`config.mk`:
```
export PLATFORM = sky130hd
export DESIGN_NAME = chip8_sprite_engine
export DESIGN_NICKNAME = d
export VERILOG_FILES = /design/src/rtl/chip8_pkg.sv /design/src/rtl/chip8_sprite_shifter.sv /design/src/rtl/chip8_sprite_engine.sv
export SDC_FILE = /design/constraint.sdc
export NUM_CORES = 1
export LEC_CHECK = 0
export CAP_MARGIN = 20
export CORE_MARGIN = 1.5
export CORE_UTILIZATION = 51
export DETAILED_ROUTE_END_ITERATION = 8
export PLACE_DENSITY = 0.77
export SLEW_MARGIN = 0
export SYNTH_ARGS = -nofsm -noshare
export SYNTH_HDL_FRONTEND = slang
export SYNTH_SLANG_ARGS = --single-unit
```
`constraint.sdc`:
```
create_clock -name clk -period 4.6 [get_ports clk]
set_clock_uncertainty 0.2 [all_clocks]
set_input_delay 0.92 -clock clk [delete_from_list [all_inputs] [get_ports clk]]
set_output_delay 0.92 -clock clk [all_outputs]
set_load 0.1 [all_outputs]
```
`src/rtl/chip8_pkg.sv`:
```
// Shared definitions for the CHIP-8 sprite draw engine.
// Holds the FSM encoding, framebuffer geometry helpers and the pixel bit-order constant.
// Pure definitions: no logic, no latency, no backpressure.
package chip8_pkg;

  typedef enum logic [3:0] {
    ST_IDLE,
    ST_FETCH,
    ST_FETCH_WAIT,
    ST_BUILD,
    ST_FB_RD,
    ST_FB_WAIT,
    ST_FB_WR,
    ST_ROW_END,
    ST_FIN
  } state_t;

  // MSB of a sprite or framebuffer byte is the leftmost pixel.
  localparam bit SPR_MSB_LEFT = 1'b1;

  // Framebuffer bytes per display row.
  function automatic int cols_of(input int disp_w);
    return disp_w / 8;
  endfunction

  // Framebuffer byte-address width.
  function automatic int fb_aw_of(input int disp_w, input int disp_h);
    return $clog2(disp_w * disp_h / 8);
  endfunction

endpackage

```
`src/rtl/chip8_sprite_shifter.sv`:
```
// Aligns a 16-bit sprite row to a byte grid by shifting right 0..7 pixels into 24 bits.
// Purely combinational, zero latency.
// No handshake; the mask marks which of the three pattern bytes can carry pixels.
module chip8_sprite_shifter
  import chip8_pkg::*;
(
  input  logic [15:0] row,
  input  logic [2:0]  sh,
  input  logic        wide,
  output logic [23:0] pat,
  output logic [2:0]  mask
);

  // Shift the row toward higher pixel columns and flag bytes the row can reach.
  always_comb begin
    pat     = SPR_MSB_LEFT ? ({row, 8'h00} >> sh) : ({8'h00, row} << sh);
    mask[0] = 1'b1;
    mask[1] = wide | (sh != 3'd0);
    mask[2] = wide & (sh != 3'd0);
  end

endmodule

```
`src/rtl/chip8_sprite_engine.sv`:
```
// DXYN sprite draw engine: fetches sprite rows and XORs them into a byte-packed framebuffer.
// Latency: per row MEM_LAT+1 cycles per sprite byte fetched, plus 3 cycles per touched fb byte.
// start is ignored while busy; memories are assumed always ready with fixed latency.
module chip8_sprite_engine
  import chip8_pkg::*;
#(
  parameter  int DISP_W  = 64,
  parameter  int DISP_H  = 32,
  parameter  int ADDR_W  = 12,
  parameter  int MEM_LAT = 2,
  localparam int FB_AW   = fb_aw_of(DISP_W, DISP_H)
) (
  input  logic              clk,
  input  logic              reset_n,
  input  logic              start,
  input  logic [7:0]        x_in,
  input  logic [7:0]        y_in,
  input  logic [3:0]        n_in,
  input  logic [ADDR_W-1:0] i_addr,
  input  logic              wide_en,
  input  logic              clip_en,
  output logic              mem_rd,
  output logic [ADDR_W-1:0] mem_addr,
  input  logic [7:0]        mem_rdata,
  output logic              fb_rd,
  output logic              fb_wr,
  output logic [FB_AW-1:0]  fb_addr,
  output logic [7:0]        fb_wdata,
  input  logic [7:0]        fb_rdata,
  output logic              busy,
  output logic              done,
  output logic              collision,
  output logic [4:0]        rows_hit
);

  localparam int         COLS      = cols_of(DISP_W);
  localparam int         CB        = $clog2(COLS);
  localparam int         RB        = $clog2(DISP_H);
  localparam logic [5:0] COLS6     = 6'(COLS);
  localparam logic [8:0] LAST_ROW9 = 9'(DISP_H - 1);
  localparam logic [7:0] XMASK     = 8'(DISP_W - 1);
  localparam logic [7:0] YMASK     = 8'(DISP_H - 1);
  localparam logic [1:0] WAIT_LAST = 2'(MEM_LAT - 2);

  state_t state_q, state_d;
  logic [7:0]        x0_q, x0_d, y0_q, y0_d;
  logic [4:0]        nrows_q, nrows_d, r_q, r_d;
  logic [ADDR_W-1:0] base_q, base_d;
  logic              wide_q, wide_d, clip_q, clip_d;
  logic [1:0]        k_q, k_d, wait_q, wait_d;
  logic              second_q, second_d, cap_hi_q, cap_hi_d, cap_lo_q, cap_lo_d;
  logic [15:0]       row_q, row_d;
  logic              flag_q, flag_d;
  logic              mem_rd_q, mem_rd_d, fb_rd_q, fb_rd_d, fb_wr_q, fb_wr_d;
  logic [ADDR_W-1:0] mem_addr_q, mem_addr_d;
  logic [FB_AW-1:0]  fb_addr_q, fb_addr_d;
  logic [7:0]        fb_wdata_q, fb_wdata_d;
  logic              busy_q, busy_d, done_q, done_d, coll_q, coll_d;
  logic [4:0]        hits_q, hits_d;

  logic [23:0] pat;
  logic [2:0]  mask, elig;
  logic [7:0]  pb [3];
  logic [5:0]  colsum [3];
  logic [8:0]  yr;
  logic [7:0]  pb_k;
  logic [1:0]  first_k, next_k, sel_k;
  logic        first_vld, next_vld, fetch_done;
  logic [4:0]  rn;
  logic [5:0]  col_sel;
  logic [FB_AW-1:0] tgt_addr;

  // Sprite row register picks up memory data in the cycle it is valid.
  always_comb begin
    row_d = row_q;
    if (cap_hi_q) row_d = {mem_rdata, 8'h00};
    if (cap_lo_q) row_d = {row_q[15:8], mem_rdata};
  end

  chip8_sprite_shifter u_shift (
    .row  (row_d),
    .sh   (x0_q[2:0]),
    .wide (wide_q),
    .pat  (pat),
    .mask (mask)
  );

  // Per-byte targets: column, clip/skip eligibility and the next byte to visit.
  always_comb begin
    pb[0] = pat[23:16];
    pb[1] = pat[15:8];
    pb[2] = pat[7:0];
    yr    = {1'b0, y0_q} + {4'b0000, r_q};
    for (int k = 0; k < 3; k++) begin
      colsum[k] = {1'b0, x0_q[7:3]} + 6'(k);
      elig[k]   = mask[k] && (pb[k] != 8'h00) && !(clip_q && (colsum[k] >= COLS6));
    end
    first_vld = 1'b0;
    first_k   = 2'd0;
    next_vld  = 1'b0;
    next_k    = 2'd0;
    for (int k = 2; k >= 0; k--) begin
      if (elig[k]) begin
        first_vld = 1'b1;
        first_k   = 2'(k);
      end
      if (elig[k] && (2'(k) > k_q)) begin
        next_vld = 1'b1;
        next_k   = 2'(k);
      end
    end
    sel_k = (state_q == ST_BUILD) ? first_k : next_k;
    case (sel_k)
      2'd1:    col_sel = colsum[1];
      2'd2:    col_sel = colsum[2];
      default: col_sel = colsum[0];
    endcase
    case (k_q)
      2'd1:    pb_k = pb[1];
      2'd2:    pb_k = pb[2];
      default: pb_k = pb[0];
    endcase
    tgt_addr = {yr[RB-1:0], col_sel[CB-1:0]};
  end

  // Draw sequencer: next state plus next values of every registered output.
  always_comb begin
    state_d    = state_q;
    x0_d       = x0_q;
    y0_d       = y0_q;
    nrows_d    = nrows_q;
    r_d        = r_q;
    base_d     = base_q;
    wide_d     = wide_q;
    clip_d     = clip_q;
    k_d        = k_q;
    wait_d     = wait_q;
    second_d   = second_q;
    cap_hi_d   = 1'b0;
    cap_lo_d   = 1'b0;
    flag_d     = flag_q;
    mem_rd_d   = 1'b0;
    fb_rd_d    = 1'b0;
    fb_wr_d    = 1'b0;
    mem_addr_d = mem_addr_q;
    fb_addr_d  = fb_addr_q;
    fb_wdata_d = fb_wdata_q;
    done_d     = 1'b0;
    coll_d     = coll_q;
    hits_d     = hits_q;
    fetch_done = 1'b0;
    rn         = r_q + 5'd1;
    case (state_q)
      ST_IDLE: if (start) begin
        x0_d     = x_in & XMASK;
        y0_d     = y_in & YMASK;
        wide_d   = wide_en && (n_in == 4'd0);
        clip_d   = clip_en;
        base_d   = i_addr;
        nrows_d  = (wide_en && (n_in == 4'd0)) ? 5'd16 : {1'b0, n_in};
        r_d      = 5'd0;
        flag_d   = 1'b0;
        coll_d   = 1'b0;
        hits_d   = 5'd0;
        second_d = 1'b0;
        if (!wide_en && (n_in == 4'd0)) begin
          state_d = ST_ROW_END;
        end else begin
          state_d    = ST_FETCH;
          mem_rd_d   = 1'b1;
          mem_addr_d = i_addr;
        end
      end
      ST_FETCH: begin
        if (MEM_LAT == 1) fetch_done = 1'b1;
        else begin
          state_d = ST_FETCH_WAIT;
          wait_d  = 2'd0;
        end
      end
      ST_FETCH_WAIT: begin
        if (wait_q == WAIT_LAST) fetch_done = 1'b1;
        else wait_d = wait_q + 2'd1;
      end
      ST_BUILD: begin
        if (first_vld) begin
          state_d   = ST_FB_RD;
          k_d       = first_k;
          fb_rd_d   = 1'b1;
          fb_addr_d = tgt_addr;
        end else begin
          state_d = ST_ROW_END;
        end
      end
      ST_FB_RD: state_d = ST_FB_WAIT;
      ST_FB_WAIT: begin
        state_d    = ST_FB_WR;
        fb_wr_d    = 1'b1;
        fb_wdata_d = fb_rdata ^ pb_k;
        if ((fb_rdata & pb_k) != 8'h00) flag_d = 1'b1;
      end
      ST_FB_WR: begin
        if (next_vld) begin
          state_d   = ST_FB_RD;
          k_d       = next_k;
          fb_rd_d   = 1'b1;
          fb_addr_d = tgt_addr;
        end else begin
          state_d = ST_ROW_END;
        end
      end
      ST_ROW_END: begin
        if (flag_q) begin
          coll_d = 1'b1;
          if (hits_q != 5'd16) hits_d = hits_q + 5'd1;
        end
        flag_d   = 1'b0;
        r_d      = rn;
        second_d = 1'b0;
        if ((rn >= nrows_q) || (clip_q && (yr >= LAST_ROW9))) begin
          state_d = ST_FIN;
          done_d  = 1'b1;
        end else begin
          state_d    = ST_FETCH;
          mem_rd_d   = 1'b1;
          mem_addr_d = base_q + (wide_q ? ADDR_W'({rn, 1'b0}) : ADDR_W'(rn));
        end
      end
      ST_FIN:  state_d = ST_IDLE;
      default: state_d = ST_IDLE;
    endcase
    if (fetch_done) begin
      cap_hi_d = !second_q;
      cap_lo_d = second_q;
      if (wide_q && !second_q) begin
        state_d    = ST_FETCH;
        mem_rd_d   = 1'b1;
        second_d   = 1'b1;
        mem_addr_d = mem_addr_q + ADDR_W'(1);
      end else begin
        state_d = ST_BUILD;
      end
    end
    busy_d = (state_d != ST_IDLE) && (state_d != ST_FIN);
  end

  // State and registered outputs; reset abandons any draw at once.
  always_ff @(posedge clk or negedge reset_n) begin
    if (!reset_n) begin
      state_q    <= ST_IDLE;
      x0_q       <= '0;
      y0_q       <= '0;
      nrows_q    <= '0;
      r_q        <= '0;
      base_q     <= '0;
      wide_q     <= 1'b0;
      clip_q     <= 1'b0;
      k_q        <= '0;
      wait_q     <= '0;
      second_q   <= 1'b0;
      cap_hi_q   <= 1'b0;
      cap_lo_q   <= 1'b0;
      row_q      <= '0;
      flag_q     <= 1'b0;
      mem_rd_q   <= 1'b0;
      fb_rd_q    <= 1'b0;
      fb_wr_q    <= 1'b0;
      mem_addr_q <= '0;
      fb_addr_q  <= '0;
      fb_wdata_q <= '0;
      busy_q     <= 1'b0;
      done_q     <= 1'b0;
      coll_q     <= 1'b0;
      hits_q     <= '0;
    end else begin
      state_q    <= state_d;
      x0_q       <= x0_d;
      y0_q       <= y0_d;
      nrows_q    <= nrows_d;
      r_q        <= r_d;
      base_q     <= base_d;
      wide_q     <= wide_d;
      clip_q     <= clip_d;
      k_q        <= k_d;
      wait_q     <= wait_d;
      second_q   <= second_d;
      cap_hi_q   <= cap_hi_d;
      cap_lo_q   <= cap_lo_d;
      row_q      <= row_d;
      flag_q     <= flag_d;
      mem_rd_q   <= mem_rd_d;
      fb_rd_q    <= fb_rd_d;
      fb_wr_q    <= fb_wr_d;
      mem_addr_q <= mem_addr_d;
      fb_addr_q  <= fb_addr_d;
      fb_wdata_q <= fb_wdata_d;
      busy_q     <= busy_d;
      done_q     <= done_d;
      coll_q     <= coll_d;
      hits_q     <= hits_d;
    end
  end

  assign mem_rd    = mem_rd_q;
  assign mem_addr  = mem_addr_q;
  assign fb_rd     = fb_rd_q;
  assign fb_wr     = fb_wr_q;
  assign fb_addr   = fb_addr_q;
  assign fb_wdata  = fb_wdata_q;
  assign busy      = busy_q;
  assign done      = done_q;
  assign collision = coll_q;
  assign rows_hit  = hits_q;

endmodule

```
==> flow_summary.toml <==
[global_routing]
grt_pass1_vias = 6162
antenna_found_initial = 0
met1_usage = 0.377
grt_overflow = 0
grt_pass1_wl_um = 30800
grt-busiest-layer = "met2"
grt_max_degree = 40
met3_usage = 0.0378
met2_usage = 0.438
grtUsageTotal = 0.271

[setup_path]
critPathMaxStageDelay_ns = 0.50
cp-start-kind = "input port"
slowest_stage = "or4b_4"
endpoint_kind = "flip-flop"
cp.required_ns = 4.64
path_buf_inv = 1
cp_cell_sequence = "clkdlybuf4s50_1, mux2_4, mux4_2, a21oi_1, or4b_4, a2111oi_4, nand2b_4, a21boi_1, o21ba_2, ha_1, a221oi_2, a21oi_1, mux2_4"
cp.depth = 13
reg2reg_depth = 12
crit_type = "in -> reg"
arrival_ns = 4.48
crit_family = "compound AO/OA/AOI/OAI gates"
critical_path.max_fanout = 5

[floorplan]
placement_rows = 42
die_x_um = 119
core_sq_mm = 0.0132
die_h_um = 119
dieArea_sq_mm = 0.0143
io_pins = 92
start_util = 0.522

[cts]
cts_hold_buf = 0
cts_sinks = 101
cts_buffers = 9
clock-root-buffer = "clkbuf_16"
path_clk_slew_ns = 0.07
htreeDepth = 3
clk_path_buf_depth = 2
cts_tree = "done"
clk_latency_ns = 0.36

[route]
drt-wirelength-per-cell_um = 17.6
drc_errors = 0
drt_iter0_drc = 688
ant_nets = 0
vias = 6178
via_per_inst = 5.83
dr.pass1.iters = 6
drt_wl_total_um = 18700

[flow_run]
maxCapViolations = 0

[timing]
rsz0062_at_grt = "false"
fmax_mhz = 225
tns_ns = 0
slew_viol_final = 0
holdWs_ns = 0.289
slew_headroom = 0.330
fin_crit_ns = 4.44
setup_viol = 0
fin_crit_sh = 0.966
hold_viol = 0
worst_slew_pin_slew_ns = 1.00

[yosys]
synth_area_leaders = "dfrtp_1 (37%), nand2_1 (7.8%), ha_1 (6.7%)"
ys_ff_latch = 101
avgSynthCellArea_sq_um = 8.77
seq_area_frac_synth = 0.366
synth_edf_count = 0
yosysMostFrequentCell = "nand2_1"
syn-cell-area_sq_mm = 0.00691
syn_nets = 880
yosys.area.top_type = "dfrtp_1"
synth-main-ff-cell = "dfrtp_1"
ys_types = 68
ys_warn_count = 0
synth_top_area_frac = 0.366
async_reset_ff_frac = 1.00
syn_inst = 788
netlist_top_cells_count = "nand2_1 (144), dfrtp_1 (101), a21oi_1 (54)"

[run_status]
status = "completed"

[cells_and_area]
multi_input_area_sq_mm = 0.00405
nets = 973
syn2layout_area_growth_pct = 21.5
register_area_sq_mm = 0.00253
final_util = 0.635
drive_above_1_share = 0.113
nFillCells = 1100
n_antenna_cell = 0

[min_path]
whs_path_depth = 2
hp-class = "reg -> reg"

[placed_design]
routabilityCongestion = 0.911
io_buffers = 86
dpl.hpwl_um = 13700
[flip-flops by register name (all words and copies together), names as in the netlist, 2 cells and up]
signal and cells:
nrows_q 5, base_q 12, y0_q 5, row_q 16, wait_q 2, r_q 5
x0_q 6, fb_addr 8, rows_hit 5, k_q 2, fb_wdata 8, state_q 4
mem_addr 12
[layout make-up]
| type | count | share of cell area |
|---|---|---|
| clock buffers | 9 | 0.0268 |
| clock inverters | 4 | 0.00610 |
| inverters | 44 | 0.0197 |
| multi-input cells | 600 | 0.482 |
| flip-flops and latches | 101 | 0.301 |
| well taps | 176 | 0.0262 |
| repair buffers | 125 | 0.138 |
[what timing repair did]
action,4_1_cts,5_1_grt
gates resized for setup,2,2
setup endpoints to repair,1,2
buffers inserted,0,0
pin swaps,0,1
[final timing paths]
kind                                  startpoint                      end  slack [ns]
max                                 mem_rdata[4]   fb_addr[1]$_DFFE_PN0P_        0.16
min                        base_q[5]$_DFFE_PN0P_    base_q[5]$_DFFE_PN0P_        0.29
max reg2reg                  x0_q[0]$_DFFE_PN0P_   fb_addr[1]$_DFFE_PN0P_        0.37
min reg2reg                base_q[5]$_DFFE_PN0P_    base_q[5]$_DFFE_PN0P_        0.29
max in group asynchronous                reset_n  rows_hit[4]$_DFFE_PN0P_        3.03
min in group asynchronous                reset_n       row_q[9]$_DFF_PN0_        0.34
[worst min-delay path: cells and delay by family (launching register included)]
kind             cells  cell delay (ns)
DFF                  1             0.35
and+or+nand+nor      2             0.11
[logic make-up after synthesis]
logic type / Yosys count / share of synthesized area
AO/OA/AOI/OAI: 194 / 0.190
AND/OR/NAND/NOR: 294 / 0.197
XOR/XNOR: 24 / 0.0304
buffers and inverters: 87 / 0.0519
adder cells (fa/ha/maj): 39 / 0.0727
flip-flops: 101 / 0.366
multiplexers: 49 / 0.0925
[cells in the final DEF, fill, tap and decap left out, drive strengths merged, types with 10 or more instances in the layout]
| cell | instances |
|---|---|
| mux2 | 22 |
| mux2i | 20 |
| nand2 | 144 |
| xor2 | 14 |
| a21o | 12 |
| ha | 37 |
| clkdlybuf4s50 | 85 |
| o21ai | 36 |
| inv | 44 |
| xnor2 | 10 |
| buf | 40 |
| dfrtp | 101 |
| nand3 | 23 |
| a21oi | 54 |
| nor2 | 53 |
[layer usage]
metal,up-vias,wire length [um]
met5,-,0
met4,0,325
met3,22,1050
met2,205,8690
met1,2967,8610
li1,2984,-
[metrics by stage]
step / area (sq um) / setup WS, ns / cells
after floorplan: 6910 / 0.304 / 788
after global placement: 8100 / -0.374 / 1046
after detailed placement: 8100 / -0.404 / 1046
after CTS: 8400 / 0.0274 / 1059
after global routing: 8400 / 0.00473 / 1059
final: 8400 / 0.158 / 1059
Power is left out: the tool's default activity adds up to more than one toggle a clock period on the data nets, which glitch-free logic cannot reach.
